## config.mk

```make
export PLATFORM = sky130hd
export DESIGN_NAME = matvec_seq
export DESIGN_NICKNAME = d
export VERILOG_FILES = /design/src/rtl/matvec_pkg.sv /design/src/rtl/matvec_lane_pop.sv /design/src/rtl/matvec_seq.sv
export SDC_FILE = /design/constraint.sdc
export NUM_CORES = 1
export LEC_CHECK = 0
export ABC_AREA = 1
export BUFFER_PORTS_ARGS = -buffer_cell sky130_fd_sc_hd__buf_2
export CAP_MARGIN = 20
export CORE_AREA = 5 5 109 111
export CTS_CLUSTER_DIAMETER = 50
export CTS_CLUSTER_SIZE = 30
export DETAILED_ROUTE_END_ITERATION = 12
export DIE_AREA = 0 0 114 116
export GPL_TIMING_DRIVEN = 0
export PLACE_DENSITY = 0.76
export SLEW_MARGIN = 20
export SYNTH_ARGS = -nofsm -noshare
export SYNTH_HDL_FRONTEND = slang
export SYNTH_HIERARCHICAL = 1
export SYNTH_SLANG_ARGS = --single-unit
export TNS_END_PERCENT = 1
```

## constraint.sdc

```tcl
create_clock -name clk -period 3.2 [get_ports clk]
set_input_delay 0.64 -clock clk [delete_from_list [all_inputs] [get_ports clk]]
set_output_delay 0.64 -clock clk [all_outputs]
set_load 0.01 [all_outputs]
```

## src/rtl/matvec_pkg.sv

```systemverilog
// Shared types and default sizing for the matrix-vector MAC sequencer.
package matvec_pkg;

    // Encodings are fixed so the state can be read directly on debug buses.
    typedef enum logic [2:0] {
        IDLE  = 3'd0,
        LOAD  = 3'd1,
        CLEAR = 3'd2,
        EXEC  = 3'd3,
        DRAIN = 3'd4,
        OUT   = 3'd5,
        DONE  = 3'd6
    } seq_state_t;

    localparam int N_DEF     = 8;
    localparam int K_DEF     = 8;
    localparam int ACC_W_DEF = 24;
    localparam int BATCH_DEF = 1;

endpackage

```

## src/rtl/matvec_lane_pop.sv

```systemverilog
// Skewed A-FIFO pop generation, B-FIFO pop gating and sticky underflow flag.
// A pop requested against an empty FIFO is dropped and latches err; the
// sequence itself is never stalled by an underflow.
module matvec_lane_pop
    import matvec_pkg::*;
#(
    parameter int N = N_DEF
) (
    input  logic         clk,
    input  logic         rst,
    input  logic         pop_phase,
    input  logic         mac_en,
    input  logic [N-1:0] mac_en_out,
    input  logic [N-1:0] a_empty,
    input  logic         b_req,
    input  logic         b_empty,
    output logic [N-1:0] a_rden,
    output logic         b_rden,
    output logic         err
);

    logic [N-1:0] a_req;
    logic         err_q;
    logic         err_d;
    logic         unused_en_last;

    // The last stage enable leaves the array and has no lane to feed.
    assign unused_en_last = mac_en_out[N-1];

    // Lane i pops in step with the enable arriving at MAC stage i.
    always_comb begin
        a_req = '0;
        if (pop_phase) begin
            a_req = {mac_en_out[N-2:0], mac_en};
        end
    end

    // Suppress pops against empty FIFOs and accumulate the underflow flag.
    always_comb begin
        a_rden = a_req & ~a_empty;
        b_rden = b_req & ~b_empty;
        err_d  = err_q | (|(a_req & a_empty)) | (b_req & b_empty);
    end

    // Sticky error register, cleared only by reset.
    always_ff @(posedge clk) begin
        if (rst) begin
            err_q <= 1'b0;
        end else begin
            err_q <= err_d;
        end
    end

    assign err = err_q;

endmodule

```

## src/rtl/matvec_seq.sv

```systemverilog
// Matrix-vector MAC sequencer: load -> clear -> exec -> drain -> result
// stream, repeated BATCH times per start.
// Optional busy-cycle counter enabled by defining MATVEC_SEQ_PERF_EN;
// without it perf_cycles is tied to zero.
//
// state | meaning
// IDLE  | waiting for start
// LOAD  | load_req held until fetch controller signals load_done
// CLEAR | clear MAC accumulators, prefetch first B entry
// EXEC  | K cycles of mac_en, B popped on all but the last
// DRAIN | N cycles letting the skewed pipeline finish its A pops
// OUT   | stream one accumulator per lane on res_*
// DONE  | single-cycle done pulse
module matvec_seq
    import matvec_pkg::*;
#(
    parameter int N     = N_DEF,
    parameter int K     = K_DEF,
    parameter int ACC_W = ACC_W_DEF,
    parameter int BATCH = BATCH_DEF
) (
    input  logic                 clk,
    input  logic                 rst,
    input  logic                 start,
    output logic                 busy,
    output logic                 done,
    output logic                 load_req,
    input  logic                 load_done,
    input  logic [N-1:0]         a_empty,
    output logic [N-1:0]         a_rden,
    input  logic                 b_empty,
    output logic                 b_rden,
    output logic                 mac_clr,
    output logic                 mac_en,
    input  logic [N-1:0]         mac_en_out,
    input  logic [N*ACC_W-1:0]   mac_c,
    output logic                 res_valid,
    input  logic                 res_ready,
    output logic [ACC_W-1:0]     res_data,
    output logic [$clog2(N)-1:0] res_lane,
    output logic                 res_last,
    output logic                 err,
    output logic [31:0]          perf_cycles
);

    localparam int KW = $clog2(K + 1);
    localparam int DW = $clog2(N + 1);
    localparam int LW = $clog2(N);
    localparam int BW = $clog2(BATCH + 1);

    localparam logic [KW-1:0] K_LAST = KW'(K - 1);
    localparam logic [DW-1:0] D_INIT = DW'(N);
    localparam logic [DW-1:0] D_ONE  = DW'(1);
    localparam logic [LW-1:0] L_LAST = LW'(N - 1);
    localparam logic [BW-1:0] B_LAST = BW'(BATCH - 1);

    seq_state_t    state_q, state_d;
    logic [BW-1:0] batch_q, batch_d;
    logic [KW-1:0] k_q, k_d;
    logic [DW-1:0] drain_q, drain_d;
    logic [LW-1:0] lane_q, lane_d;
    logic          b_req;
    logic          pop_phase;

    // State and counter registers.
    always_ff @(posedge clk) begin
        if (rst) begin
            state_q <= IDLE;
            batch_q <= '0;
            k_q     <= '0;
            drain_q <= '0;
            lane_q  <= '0;
        end else begin
            state_q <= state_d;
            batch_q <= batch_d;
            k_q     <= k_d;
            drain_q <= drain_d;
            lane_q  <= lane_d;
        end
    end

    // Next-state, counter updates and per-state control strobes.
    always_comb begin
        state_d   = state_q;
        batch_d   = batch_q;
        k_d       = k_q;
        drain_d   = drain_q;
        lane_d    = lane_q;
        load_req  = 1'b0;
        mac_clr   = 1'b0;
        mac_en    = 1'b0;
        b_req     = 1'b0;
        res_valid = 1'b0;
        done      = 1'b0;
        unique case (state_q)
            IDLE: begin
                if (start) begin
                    state_d = LOAD;
                    batch_d = '0;
                end
            end
            LOAD: begin
                load_req = 1'b1;
                if (load_done) begin
                    state_d = CLEAR;
                end
            end
            CLEAR: begin
                mac_clr = 1'b1;
                b_req   = 1'b1;
                k_d     = '0;
                state_d = EXEC;
            end
            EXEC: begin
                mac_en = 1'b1;
                if (k_q == K_LAST) begin
                    drain_d = D_INIT;
                    state_d = DRAIN;
                end else begin
                    b_req = 1'b1;
                    k_d   = k_q + KW'(1);
                end
            end
            DRAIN: begin
                drain_d = drain_q - DW'(1);
                if (drain_q == D_ONE) begin
                    lane_d  = '0;
                    state_d = OUT;
                end
            end
            OUT: begin
                res_valid = 1'b1;
                if (res_ready) begin
                    if (lane_q == L_LAST) begin
                        if (batch_q < B_LAST) begin
                            batch_d = batch_q + BW'(1);
                            state_d = LOAD;
                        end else begin
                            state_d = DONE;
                        end
                    end else begin
                        lane_d = lane_q + LW'(1);
                    end
                end
            end
            DONE: begin
                done    = 1'b1;
                state_d = IDLE;
            end
            default: begin
                state_d = IDLE;
            end
        endcase
    end

    // Result lane mux; outputs held at zero outside OUT.
    always_comb begin
        res_data = '0;
        res_lane = '0;
        res_last = 1'b0;
        if (state_q == OUT) begin
            res_lane = lane_q;
            res_last = (lane_q == L_LAST);
            for (int i = 0; i < N; i++) begin
                if (lane_q == LW'(i)) begin
                    res_data = mac_c[i*ACC_W +: ACC_W];
                end
            end
        end
    end

    assign busy      = (state_q != IDLE);
    assign pop_phase = (state_q == EXEC) || (state_q == DRAIN);

    matvec_lane_pop #(.N(N)) u_lane_pop (
        .clk        (clk),
        .rst        (rst),
        .pop_phase  (pop_phase),
        .mac_en     (mac_en),
        .mac_en_out (mac_en_out),
        .a_empty    (a_empty),
        .b_req      (b_req),
        .b_empty    (b_empty),
        .a_rden     (a_rden),
        .b_rden     (b_rden),
        .err        (err)
    );

`ifdef MATVEC_SEQ_PERF_EN
    logic [31:0] perf_q, perf_d;

    // Busy-cycle count: restarts on an accepted start, saturates at all-ones.
    always_comb begin
        perf_d = perf_q;
        if ((state_q == IDLE) && start) begin
            perf_d = '0;
        end else if (busy && (perf_q != 32'hFFFF_FFFF)) begin
            perf_d = perf_q + 32'd1;
        end
    end

    // Performance counter register.
    always_ff @(posedge clk) begin
        if (rst) begin
            perf_q <= '0;
        end else begin
            perf_q <= perf_d;
        end
    end

    assign perf_cycles = perf_q;
`else
    assign perf_cycles = '0;
`endif

endmodule

```

After elaboration in Yosys (flattened, before gate mapping)
Index checks and enable logic that the tools add are counted.
{"block": "totals", "register_bits": 16, "wordCells": 97, "input_bits": 214}
{"block": "op_classes", "n_bitwise": 8, "muxes": 40, "n_reduce_logical": 14, "n_addsub": 4, "magnitude_cmp": 1, "eq_ne": 24}
{"op": "$mux W24", "n": 9}
{"op": "$mux W3", "n": 11}
{"op": "$eq A3 B3 Y1 const B", "n": 7}
{"op": "$ne A2 B2 Y1 const B", "n": 9}
{"op": "$pmux W3 S6", "n": 1}
{"op": "$and A8 B8 Y8", "n": 2}
{"op": "$pmux W4 S2", "n": 2}
{"op": "$eq A3 B2 Y1 const B", "n": 4}
{"op": "$mux W1", "n": 11}
{"op": "$mux W4", "n": 2}
{"op": "$mux W8", "n": 1}
{"op": "$not A8 Y8", "n": 1}
{"op": "$reduce_bool A2 Y1", "n": 4}
{"op": "$reduce_or A8 Y1", "n": 1}
{"op": "$eq A3 B1 Y1 const B", "n": 2}
{"op": "$logic_not A3 Y1", "n": 2}
{"op": "$pmux W3 S2", "n": 1}
{"op": "$reduce_and A6 Y1", "n": 1}
{"op": "$reduce_and A5 Y1", "n": 1}
{"op": "$add A4 B1 Y4 const B", "n": 1}
{"op": "$eq A4 B1 Y1 const B", "n": 1}
{"op": "$eq A4 B3 Y1 const B", "n": 1}
{"op": "$pmux W1 S2", "n": 2}
{"op": "$reduce_and A2 Y1", "n": 2}
{"op": "10 further kinds", "n": 12}

Depth between registers and ports, before layout
{"block": "logic_depth", "word_depth": 10, "depth_mapped": 14, "ltp_nobuf": 13}

By module
The synthesis kept the hierarchy.
{"module": "matvec_seq", "seq_area_each_um2": 280.3, "area_each_um2": 3742.3, "instances": 1, "cells_each": 838}
{"module": "matvec_lane_pop", "seq_area_each_um2": 20.0, "area_each_um2": 205.2, "instances": 1, "cells_each": 36}

Worst setup path before layout
No wires, ideal clock.
{"block": "synth_path", "path_kind": "flip-flop to output port", "start": "reg lane_q[2]", "end": "out res_data[16]", "required_time_ps": 2560, "stages_incl_launch_ff": 15, "arrival_time_ps": 1847, "setup_slack_ps": 713, "cell_sequence": "dfxtp_1 -> inv_2 -> buf_2 -> ha_1 -> buf_2 -> inv_1 -> buf_1 -> nand2_1 -> inv_1 -> nand2_1 -> nand2_1 -> nand2_1 -> nand2_1 -> nand2_1 -> nand2_1"}
{"block": "synth_via", "elab_chain_cells": 10, "elab_cells_between_ends": 17, "cone_classes": "eq/ne (7); mux (9); reduce/logical (1)"}
{"item": "start: declaration", "line": "matvec_seq.sv:61", "rtl": "logic [LW-1:0] lane_q, lane_d;"}
{"item": "start signal: assignment", "line": "matvec_seq.sv:78", "rtl": "lane_q <= lane_d;"}
{"item": "$logic_not A3 Y1", "line": "matvec_seq.sv:165", "rtl": "if (lane_q == LW'(i)) begin"}
{"item": "$mux W24 (7 in a row)", "line": "matvec_seq.sv:165"}
{"item": "$mux W24 (*)", "line": "matvec_seq.sv:165"}
{"item": "$mux W24 (*)", "line": "matvec_seq.sv:161", "rtl": "if (state_q == OUT) begin"}
{"item": "end: declaration", "line": "matvec_seq.sv:39", "rtl": "output logic [ACC_W-1:0] res_data,"}
Mark *: on every way between the ends. The rest lies on a longest branch, timed or not.

Worst setup path in the final report
{"block": "layout_path", "start": "reg lane_q[2]", "end": "out res_data[19]"}
The elaborated chain is that of the path after synthesis.

==> results.yml <==
yosys:
  synth.area.top_cells: "nand2_1 36%, nor2_1 15%, inv_1 13%"
  synth.yosys.seq_area_share: 0.0761
  syn-cell-area_um2: 3950
  synth_top_cell_by_area: "nand2_1"
  flops_latches_synth: 15
  synth_cell_type_count: 29
  synth_largest_type_area_fraction: 0.363
  post_synth.cell_area_avg_um2: 4.52
  ys.warnings.count: 6
  synth_cells: 874
pwr:
  power_per_cell_area_nw_per_um2: 265
  total_power_mw: 1.48
  p_leak_nw: 3.95
  vdd.ir_drop.worst_mv: 0.309
place:
  placed_cells_incl_taps: 1301
  post_dp_cell_area_um2: 5520
  place_worst_setup_slack_ps: 146
  gpl.final_weighted_congestion: 0.962
  port_buffers: 256
  hpwl_dp_um: 14100
final_layout:
  drive_above_1_share: 0.287
  finalNetCount: 1389
  post-route-util: 0.522
  most_frequent_cells_in_the_layout: "382 x nand2_1, 275 x buf_2, 154 x nor2_1"
  finalInstanceArea_um2: 5580
  syn2layout_area_growth_pct: 41.5
  layout.cells.most_common: "nand2_1"
  post_layout_nonfiller_instances: 1307
floorplan:
  die_width_um: 114
  floorplan.rows: 38
  fp.coreArea_um2: 10700
  die-area_um2: 13200
  io-pin-count: 290
  die_h_um: 116
  floorplan.initialDensity: 0.369
worst_setup_path:
  startpoint_type: "flop"
  worst_path_largest_cell_delay_ps: 390
  timing.critical_path.required_ps: 2560
  timing.critical_path.slowest_stage_cell: "dfxtp_4"
  path_class: "flop to output pin"
  critPathCaptureType: "output pin"
  cp_max_fo: 10
  critical_path.most_common_cell: "nand2_1"
  worstPathArrival_ps: 2280
  critical_path.cell_chain: "inv_2 > clkbuf_4 > ha_1 > buf_2 > inv_2 > buf_2 > nand2_1 > inv_1 > nand2_1 > nand2_1 > nand2_1 > nand2_1 > nand2_1 > nand2_1 > buf_2"
drt:
  drt_pass1_iterations: 5
  routed_via_count: 5733
  avgViaCountPerCell: 4.39
  final_antenna_net_count: 0
  drt_iter0_markers: 486
  route.final.wire_length_um: 16600
  detail_route.wl_per_cell_um: 12.7
  drc_errors: 0
worst_hold_path:
  min_path_type: "flop to flop"
sta:
  fmax_mhz: 343
  finalCriticalPeriod_ps: 2920
  totalNegativeSetupSlack_ps: 0
  timing.max_slew.rel_slack: 0.657
  rsz0062_at_grt: "false"
  worst_clock_skew_ps: 4.56
  drv_slew: 0
  hold-worst-slack_ps: 492
  setup_viol: 0
  max_slew.worst_pin.slew_ps: 515
  setup_slack_ps: 283
  min_period_over_period: 0.912
  finalHoldViolations: 0
clock_network:
  clock_path_buffers: 2
  cts.clk_slew.worst_paths_ps: 70
  tritoncts.num_buffers: 3
  cts_tree: "built"
  cts_sinks: 15
  htree_num_levels: 1
  cts_root_buf: "clkbuf_8"
  clk-insertion-delay-late_ps: 260
run:
  number_of_violations_of_the_max_capacitance_limit: 0
outcome:
  run_status: "finished clean"
global_routing:
  first_global_vias: 5339
  grt_max_degree: 11
  overflow_left_after_global_routing: 0
  grt_resource_usage_total: 0.231
  grt_antenna_before_repair: 2
  grt_pass1_wl_um: 24900
what timing repair did:
item	in CTS	in global routing
hold endpoints to repair	0	0
hold buffers	0	0
setup endpoints to repair	16	20
setup buffers	0	0
resized for setup	2	9
worst max-delay path: cells and delay by family (launching register included):
kind,cells,cell delay [ps]
flip-flops,1,390
buffers and inverters,7,980
adder cells (fa/ha/maj),1,200
AND/OR/NAND/NOR,7,430
layout make-up:
type,count,area (um2)
Antenna cell,2,5.00
Buffer,72,435
Clock buffer,3,41.3
Clock inverter,1,5.00
Fill cell,1261,5110
Inverter,146,548
Multi-Input combinational cell,672,2790
Sequential cell,15,304
Tap cell,140,175
Timing Repair Buffer,256,1280
layer usage:
| metal | GRT usage | vias up | wire length (um) |
|---|---|---|---|
| met2 | 0.425 | 227 | 8170 |
| met3 | 0.0360 | 27 | 1460 |
| li1 | - | 3057 | - |
| met5 | 0 | - | 20 |
| met1 | 0.278 | 2420 | 6580 |
| met4 | 0.0602 | 2 | 352 |
cell usage after synthesis:
library cell    n
nand2_1       382
nor2_1        154
inv_1         141
nand3_1        63
buf_4          33
buf_2          20
dfxtp_1        15
clkbuf_1       13
ha_1            9
a21oi_1         8
o21ai_0         6
buf_1           5
inv_2           5
nand3_2         3
nor3_1          3
a21oi_2         1
buf_6           1
conb_1          1
nand2_4         1
nand3_4         1
nand3b_1        1
nand4_1         1
nor2_2          1
nor3b_1         1
o21ai_2         1
o21bai_4        1
o22ai_1         1
or2_2           1
xor2_1          1
state kept, by name, summed over array words and instances, names as in the netlist:
name	flops
drain_q	4
lane_q	3
k_q	4
state_q	3
u_lane_pop/err	1
path summary, 6_finish.rpt:
check,startpoint,to,slack (ps),depth (start not counted)
worst min-delay path,k_q[0],k_q[0],490,2
worst min register to register,k_q[0],k_q[0],490,2
worst max-delay path,lane_q[2],res_data[19],280,15
worst max register to register,state_q[0],u_lane_pop/err,1510,9
cell families (layout without fill, tap and decap cells):
kind of cell | Yosys count | in the layout | synth area share
adder cells (fa/ha/maj) | 9 | 9 | 0.0285
AO/OA/AOI/OAI | 18 | 18 | 0.0285
flip-flops | 15 | 15 | 0.0761
AND/OR/NAND/NOR | 612 | 612 | 0.617
other | 1 | 34 | 0.000950
XOR/XNOR | 1 | 1 | 0.00222
buffers and inverters | 218 | 478 | 0.247
power by group:
group	total, mW	internal, mW	switching, mW
clock	0.161	0.0865	0.0742
sequential	0.261	0.226	0.0352
combinational	1.06	0.421	0.635
No activity file was read; power rests on OpenSTA's default activity.
